===== src/rtl/conv_apb_sequencer_pkg.sv =====
// Shared types and constants for the convolution-job APB sequencer.
// Holds the FSM state encoding, op indices and default register map.
package conv_seq_pkg;

    typedef enum logic [2:0] {
        S_IDLE   = 3'd0,
        S_SETUP  = 3'd1,
        S_ACCESS = 3'd2,
        S_GAP    = 3'd3,
        S_FINISH = 3'd4
    } state_t;

    localparam logic [2:0] OP_CFG0  = 3'd0;
    localparam logic [2:0] OP_CFG1  = 3'd1;
    localparam logic [2:0] OP_START = 3'd2;
    localparam logic [2:0] OP_POLL  = 3'd3;
    localparam logic [2:0] OP_CLR   = 3'd4;

    localparam logic [31:0] DEF_ADDR_CTRL   = 32'h0000_0000;
    localparam logic [31:0] DEF_ADDR_CFG0   = 32'h0000_0004;
    localparam logic [31:0] DEF_ADDR_CFG1   = 32'h0000_0008;
    localparam logic [31:0] DEF_ADDR_STATUS = 32'h0000_000C;

endpackage


===== src/rtl/conv_apb_sequencer_if.sv =====
// APB bus between the job sequencer (master) and the CONV engine slave port.
interface conv_apb_sequencer_if;
    logic [31:0] PADDR;
    logic        PSEL;
    logic        PENABLE;
    logic        PWRITE;
    logic [31:0] PWDATA;
    logic [31:0] PRDATA;
    logic        PREADY;
    logic        PSLVERR;

    modport master (
        output PADDR, PSEL, PENABLE, PWRITE, PWDATA,
        input  PRDATA, PREADY, PSLVERR
    );

    modport slave (
        input  PADDR, PSEL, PENABLE, PWRITE, PWDATA,
        output PRDATA, PREADY, PSLVERR
    );
endinterface


===== src/rtl/conv_apb_sequencer.sv =====
// Runs one CONV layer job over APB: write CFG0/CFG1, set start, poll status, clear start.
// Latency: 11 cycles start-to-done minimum; each failed poll adds 2+POLL_GAP; waits on PREADY.
module conv_apb_sequencer
    import conv_seq_pkg::*;
#(
    parameter logic [31:0] ADDR_CTRL     = DEF_ADDR_CTRL,
    parameter logic [31:0] ADDR_CFG0     = DEF_ADDR_CFG0,
    parameter logic [31:0] ADDR_CFG1     = DEF_ADDR_CFG1,
    parameter logic [31:0] ADDR_STATUS   = DEF_ADDR_STATUS,
    parameter int unsigned POLL_GAP      = 4,
    parameter int unsigned TIMEOUT_POLLS = 1024
) (
    input  logic        CLK,
    input  logic        RESETN,
    input  logic        start,
    input  logic [31:0] cfg0,
    input  logic [31:0] cfg1,
    output logic        busy,
    output logic        done,
    output logic        error,
    conv_apb_sequencer_if.master apb
);

    localparam int PCW = $clog2(TIMEOUT_POLLS) + 1;
    localparam int GW  = $clog2(POLL_GAP) + 1;
    localparam logic [PCW-1:0] POLL_LIMIT = PCW'(TIMEOUT_POLLS);
    localparam logic [GW-1:0]  GAP_LOAD   = GW'(POLL_GAP - 1);

    state_t         state, state_nxt;
    logic [2:0]     op, op_nxt;
    logic [PCW-1:0] poll_cnt, poll_nxt, poll_inc;
    logic [GW-1:0]  gap_cnt, gap_nxt;
    logic [31:0]    cfg0_q, cfg1_q;
    logic           error_nxt;

    logic        psel_d, penable_d, pwrite_d, busy_d, done_d;
    logic [31:0] paddr_d, pwdata_d, cfg0_src, cfg1_src;

    logic unused_prdata;
    assign unused_prdata = ^apb.PRDATA[31:1];

    // Saturates so a huge TIMEOUT_POLLS can never wrap back past the limit.
    assign poll_inc = (&poll_cnt) ? poll_cnt : poll_cnt + 1'b1;

    always_ff @(posedge CLK or negedge RESETN) begin
        if (!RESETN) begin
            state    <= S_IDLE;
            op       <= OP_CFG0;
            poll_cnt <= '0;
            gap_cnt  <= '0;
            error    <= 1'b0;
            cfg0_q   <= '0;
            cfg1_q   <= '0;
        end else begin
            state    <= state_nxt;
            op       <= op_nxt;
            poll_cnt <= poll_nxt;
            gap_cnt  <= gap_nxt;
            error    <= error_nxt;
            if (state == S_IDLE && start) begin
                cfg0_q <= cfg0;
                cfg1_q <= cfg1;
            end
        end
    end

    always_comb begin
        state_nxt = state;
        op_nxt    = op;
        poll_nxt  = poll_cnt;
        gap_nxt   = gap_cnt;
        error_nxt = error;
        case (state)
            S_IDLE: begin
                if (start) begin
                    state_nxt = S_SETUP;
                    op_nxt    = OP_CFG0;
                    poll_nxt  = '0;
                    error_nxt = 1'b0;
                end
            end
            S_SETUP: state_nxt = S_ACCESS;
            S_ACCESS: begin
                if (apb.PREADY) begin
                    if (apb.PSLVERR) begin
                        // A bus error abandons the job without trying to clear CTRL.
                        error_nxt = 1'b1;
                        state_nxt = S_FINISH;
                    end else begin
                        case (op)
                            OP_POLL: begin
                                if (apb.PRDATA[0]) begin
                                    op_nxt    = OP_CLR;
                                    state_nxt = S_SETUP;
                                end else if (poll_inc == POLL_LIMIT) begin
                                    poll_nxt  = poll_inc;
                                    error_nxt = 1'b1;
                                    op_nxt    = OP_CLR;
                                    state_nxt = S_SETUP;
                                end else begin
                                    poll_nxt  = poll_inc;
                                    gap_nxt   = GAP_LOAD;
                                    state_nxt = S_GAP;
                                end
                            end
                            OP_CLR:  state_nxt = S_FINISH;
                            default: begin
                                op_nxt    = op + 3'd1;
                                state_nxt = S_SETUP;
                            end
                        endcase
                    end
                end
            end
            S_GAP: begin
                if (gap_cnt == '0) state_nxt = S_SETUP;
                else               gap_nxt   = gap_cnt - 1'b1;
            end
            S_FINISH: state_nxt = S_IDLE;
            default:  state_nxt = S_IDLE;
        endcase
    end

    // cfg registers are not yet loaded on the accepting edge, so op0 takes the live input.
    assign cfg0_src = (state == S_IDLE) ? cfg0 : cfg0_q;
    assign cfg1_src = (state == S_IDLE) ? cfg1 : cfg1_q;

    always_comb begin
        psel_d    = 1'b0;
        penable_d = 1'b0;
        pwrite_d  = 1'b0;
        paddr_d   = '0;
        pwdata_d  = '0;
        busy_d    = (state_nxt == S_SETUP) || (state_nxt == S_ACCESS) || (state_nxt == S_GAP);
        done_d    = (state_nxt == S_FINISH);
        if (state_nxt == S_SETUP || state_nxt == S_ACCESS) begin
            psel_d    = 1'b1;
            penable_d = (state_nxt == S_ACCESS);
            case (op_nxt)
                OP_CFG0: begin
                    paddr_d  = ADDR_CFG0;
                    pwrite_d = 1'b1;
                    pwdata_d = cfg0_src;
                end
                OP_CFG1: begin
                    paddr_d  = ADDR_CFG1;
                    pwrite_d = 1'b1;
                    pwdata_d = cfg1_src;
                end
                OP_START: begin
                    paddr_d  = ADDR_CTRL;
                    pwrite_d = 1'b1;
                    pwdata_d = 32'd1;
                end
                OP_POLL: paddr_d = ADDR_STATUS;
                default: begin
                    paddr_d  = ADDR_CTRL;
                    pwrite_d = 1'b1;
                end
            endcase
        end
    end

    always_ff @(posedge CLK or negedge RESETN) begin
        if (!RESETN) begin
            apb.PSEL    <= 1'b0;
            apb.PENABLE <= 1'b0;
            apb.PWRITE  <= 1'b0;
            apb.PADDR   <= '0;
            apb.PWDATA  <= '0;
            busy        <= 1'b0;
            done        <= 1'b0;
        end else begin
            apb.PSEL    <= psel_d;
            apb.PENABLE <= penable_d;
            apb.PWRITE  <= pwrite_d;
            apb.PADDR   <= paddr_d;
            apb.PWDATA  <= pwdata_d;
            busy        <= busy_d;
            done        <= done_d;
        end
    end

endmodule


===== src/flat_wrapper.sv =====
// flat-port wrapper written by rule: the top's interface ports become plain ports
module conv_apb_sequencer_flat import conv_seq_pkg::*;
#(
    parameter logic [31:0] ADDR_CTRL     = DEF_ADDR_CTRL,
    parameter logic [31:0] ADDR_CFG0     = DEF_ADDR_CFG0,
    parameter logic [31:0] ADDR_CFG1     = DEF_ADDR_CFG1,
    parameter logic [31:0] ADDR_STATUS   = DEF_ADDR_STATUS,
    parameter int unsigned POLL_GAP      = 4,
    parameter int unsigned TIMEOUT_POLLS = 1024
)
  (CLK, RESETN, start, cfg0, cfg1, busy, done, error, apb_PADDR, apb_PSEL, apb_PENABLE, apb_PWRITE, apb_PWDATA, apb_PRDATA, apb_PREADY, apb_PSLVERR);
  conv_apb_sequencer_if apb_i ();
  input  logic CLK;
  input  logic RESETN;
  input  logic start;
  input  logic [31:0] cfg0;
  input  logic [31:0] cfg1;
  output logic busy;
  output logic done;
  output logic error;
  output wire logic [$bits(apb_i.PADDR)-1:0] apb_PADDR;
  output wire logic [$bits(apb_i.PSEL)-1:0] apb_PSEL;
  output wire logic [$bits(apb_i.PENABLE)-1:0] apb_PENABLE;
  output wire logic [$bits(apb_i.PWRITE)-1:0] apb_PWRITE;
  output wire logic [$bits(apb_i.PWDATA)-1:0] apb_PWDATA;
  input wire logic [$bits(apb_i.PRDATA)-1:0] apb_PRDATA;
  input wire logic [$bits(apb_i.PREADY)-1:0] apb_PREADY;
  input wire logic [$bits(apb_i.PSLVERR)-1:0] apb_PSLVERR;
  assign apb_PADDR = apb_i.PADDR;
  assign apb_PSEL = apb_i.PSEL;
  assign apb_PENABLE = apb_i.PENABLE;
  assign apb_PWRITE = apb_i.PWRITE;
  assign apb_PWDATA = apb_i.PWDATA;
  assign apb_i.PRDATA = apb_PRDATA;
  assign apb_i.PREADY = apb_PREADY;
  assign apb_i.PSLVERR = apb_PSLVERR;
  conv_apb_sequencer #(.ADDR_CTRL(ADDR_CTRL), .ADDR_CFG0(ADDR_CFG0), .ADDR_CFG1(ADDR_CFG1), .ADDR_STATUS(ADDR_STATUS), .POLL_GAP(POLL_GAP), .TIMEOUT_POLLS(TIMEOUT_POLLS)) u_core (.CLK(CLK), .RESETN(RESETN), .start(start), .cfg0(cfg0), .cfg1(cfg1), .busy(busy), .done(done), .error(error), .apb(apb_i));
endmodule

===== config.mk =====
export PLATFORM = sky130hd
export DESIGN_NAME = conv_apb_sequencer_flat
export DESIGN_NICKNAME = d
export VERILOG_FILES = /design/src/rtl/conv_apb_sequencer_pkg.sv /design/src/rtl/conv_apb_sequencer_if.sv /design/src/rtl/conv_apb_sequencer.sv /design/src/flat_wrapper.sv
export SDC_FILE = /design/constraint.sdc
export NUM_CORES = 1
export LEC_CHECK = 0
export CELL_PAD_IN_SITES_DETAIL_PLACEMENT = 0
export CELL_PAD_IN_SITES_GLOBAL_PLACEMENT = 2
export CORE_MARGIN = 2
export CORE_UTILIZATION = 30
export CTS_CLUSTER_DIAMETER = 100
export DETAILED_ROUTE_END_ITERATION = 10
export PLACE_DENSITY_LB_ADDON = 0.2
export SLEW_MARGIN = 20
export SYNTH_ARGS = -nofsm -noshare
export SYNTH_HDL_FRONTEND = slang
export SYNTH_SLANG_ARGS = --single-unit

===== constraint.sdc =====
create_clock -name CLK -period 3.61 [get_ports CLK]
set_input_delay 0.5415 -clock CLK [delete_from_list [all_inputs] [get_ports CLK]]
set_output_delay 0.5415 -clock CLK [all_outputs]
set_load 0.05 [all_outputs]

==> reports/metrics.yaml <==
grt_use_met2_pct: 29.3
nets: 929
fmax_mhz: 303
cts_resized: 0
postCtsHoldBufs: 0
synth-edff-count: 0
clkTransAtPathRegs_ns: 0.06
rsz0062_at_grt: "false"
overflow: 0
root_buffer: "clkbuf_16"
intPower_uw: 4440
io_buffers: 109
timing.hold.ws_ns: 0.231
maxCapViolations: 0
drc: 0
comb_power_share_pct: 47.4
power_frac_clock_pct: 24.4
critPathLaunchType: "flip-flop"
path_class: "flip-flop to flip-flop"
gr-max-usage-layer: "met2"
initial_utilization_pct: 30.4
routedWlPerCell_um: 18.1
die_h_um: 155
grt_max_degree: 92
reg2reg_slack_ns: 0.31
antenna_found_initial: 0
via_count: 5606
yosysWarnings: 0
outcome: "completed"
pwr-share-seq_pct: 28.2
synthArstFlopShare_pct: 100
p_leak_uw: 0.00390
max-clock-path-buffers: 2
synth_seq_cells: 124
setup_tns_ns: 0
drive_gt1_share_pct: 15.4
core_um2: 22500
cp_cell_sequence: "ha_1 > nand3_4 > nor2_1 > nor3_1 > o2111a_2 > a21boi_2 > nor2_4 > inv_2 > o21ai_0 > and4_1"
required_ns: 3.91
grt_pass1_wl_mm: 32.4
cp_max_fo: 35
drtAntennaViolNets: 0
power_switching_uw: 3400
drv_slew: 0
min_period_over_period_pct: 91.3
numCtsBuffers: 17
worstMarginPinSlew_ns: 0.907
netSwitchingFraction_pct: 43.4
rows: 55
reg2reg_depth: 10
synthDistinctLibCells: 69
grt_pass1_vias: 5770
grtUsageMet1_pct: 22.9
grtUsageMet3_pct: 3.59
startpoint: "u_core.poll_cnt[0]"
hp-class: "input pin to asynchronous set/reset pin"
netlist_area_um2: 6830
fin_crit_ns: 3.30
gp_congestion: 0.852
r2r-start: "u_core.poll_cnt[0]"
cts_setup_buffers: 0
drtPass1Iterations: 5
ys_seq_area_share_pct: 45.4
cts_tree: "yes"
critPathMaxStageDelay_ns: 0.60
syn_area_per_cell_um2: 9.41
wirelength_mm: 20.3
cts.sinks: 124
ios: 171
clock_latency_ns: 0.42
r2r_end: "u_core.apb.PWDATA[0]"
dieWidth_um: 155
synth_top_flop_cell: "dfrtp_1"
synthCells: 726
n_antenna_cell: 0
endpoint_kind: "flip-flop"
die_area_um2: 24000
vias_per_cell: 5.01
drt-initial-drc-count: 287
setup_viol: 0
place_hpwl_mm: 12.6
hold_violations: 0
power_density_nw_per_um2: 898
arrival_ns: 3.59
irDropWorstVdd_mv: 0.323
h-tree-depth: 4
synthToLayoutAreaGrowth_pct: 27.9
clock_skew_ns: 0.0118
track_usage_pct: 17.4
slowest_stage: "inv_2"
relSlewSlack_pct: 39.5
-- cell usage in the layout (no fill, tap or decap), types with 3 or more instances in the layout --
master / synthesis / layout
dfrtp_1: 124 / 124
conb_1: 1 / 30
nor2b_1: 5 / 5
nand2_1: 237 / 236
nor4_1: 4 / 4
a21o_1: 3 / 3
mux2i_1: 4 / 4
a221oi_2: 27 / 27
a221oi_1: 4 / 4
inv_1: 9 / 9
clkdlybuf4s50_1: 0 / 108
a211oi_2: 30 / 30
a21oi_1: 40 / 40
nor3_1: 5 / 5
buf_12: 0 / 4
and3_1: 7 / 7
clkinv_4: 0 / 5
nand3_1: 11 / 11
nand2b_1: 5 / 5
clkbuf_16: 0 / 17
o21ai_0: 17 / 17
bufinv_16: 0 / 5
and2_1: 34 / 33
nand4_1: 3 / 3
nor2_1: 16 / 15
a211oi_1: 3 / 3
buf_4: 33 / 11
ha_1: 6 / 6
a31oi_1: 4 / 4
-- synth_stat cells (3+ instances only) --
cell | instances | area, µm²
nor3_1 | 5 | 25.0
a211oi_2 | 30 | 375
a221oi_1 | 4 | 35.0
and3_1 | 7 | 43.8
mux2i_1 | 4 | 40.0
inv_1 | 9 | 33.8
nor2b_1 | 5 | 31.3
nor4_1 | 4 | 25.0
a211oi_1 | 3 | 22.5
a21oi_1 | 40 | 200
and2_1 | 34 | 213
nor2_1 | 16 | 60.1
o21ai_0 | 17 | 85.1
a221oi_2 | 27 | 405
nand4_1 | 3 | 18.8
a31oi_1 | 4 | 25.0
nand2b_1 | 5 | 31.3
nand3_1 | 11 | 55.1
buf_4 | 33 | 248
buf_2 | 9 | 45.0
clkbuf_1 | 24 | 90.1
nand2_1 | 237 | 890
a21o_1 | 3 | 22.5
dfrtp_1 | 124 | 3100
buf_6 | 8 | 90.1
ha_1 | 6 | 75.1
-- sequential cells by signal (all words and copies together) (netlist names), 2 cells and up --
name and count:
u_core.gap_cnt 3, u_core.op 3, u_core.apb.PADDR 2, u_core.poll_cnt 11, u_core.cfg0_q 32, u_core.cfg1_q 32, u_core.state 3, u_core.apb.PWDATA 32
-- power by group through the flow --
stage | combinational [µW] | clock [µW] | sequential, µW
after floorplan | 2240 | 0 | 2630
after global placement | 3720 | 0 | 2220
after detailed placement | 3770 | 0 | 2230
after CTS | 3790 | 1950 | 2210
after global routing | 4080 | 2020 | 2280
final | 3720 | 1910 | 2210
-- metal layers --
metal,wire length (µm),vias to the layer above
met5,0,-
met1,9420,2813
met4,195,0
met3,734,8
li1,-,2644
met2,9920,141
-- metrics by stage --
step                      instance area, µm²  setup slack, ns  utilization, %  cells  power [µW]
after floorplan                         6940             1.07               -    755        4870
after global placement                  8090            0.266            35.9   1088        5940
after detailed placement                8090            0.280            35.9   1088        6000
after CTS                               8730            0.250            38.8   1120        7960
after global routing                    8730          0.00311            38.8   1120        8370
final                                   8730            0.313            38.8   1120        7840
-- cell families (layout without fill, tap and decap cells) --
| group | count (synthesis) | count (layout) | synth area share, % |
|---|---|---|---|
| AOI/OAI and AO/OA | 157 | 157 | 21.6 |
| xor gates and xnor gates | 2 | 2 | 0.257 |
| adders and majority gates | 6 | 6 | 1.10 |
| buffers and inverters | 86 | 166 | 7.60 |
| DFF | 124 | 124 | 45.4 |
| muxes | 6 | 6 | 0.916 |
| other | 1 | 30 | 0.0549 |
| and+or+nand+nor | 344 | 344 | 23.0 |
-- worst max-delay path: cells and delay by family, from the launching register on --
| kind | cells | cell delay (ns) |
|---|---|---|
| and+or+nand+nor | 5 | 1.03 |
| DFF | 1 | 0.47 |
| adders and majority gates | 1 | 0.37 |
| buffers and inverters | 1 | 0.60 |
| AOI/OAI and AO/OA | 3 | 0.70 |
-- final cells by class --
cell class / count / area (µm²)
inverters: 10 / 37.5
clock inverters: 13 / 215
repair buffers: 124 / 1250
multi-input cells: 545 / 3330
flip-flops and latches: 124 / 3100
clock buffers: 19 / 433
fillers: 2219 / 13800
well taps: 285 / 357
-- worst max path at each step --
stage	endpoint	slack, ns	cells past startpoint
floorplan	u_core.apb.PWDATA[1]	1.07	10
finish	u_core.apb.PWDATA[0]	0.31	10
global route	u_core.apb.PWDATA[31]	0.003	10
CTS	u_core.apb.PWDATA[2]	0.25	10
global placement	u_core.apb.PWDATA[0]	0.27	10
detailed placement	u_core.apb.PWDATA[0]	0.28	10
No activity file was read; power rests on OpenSTA's default activity.
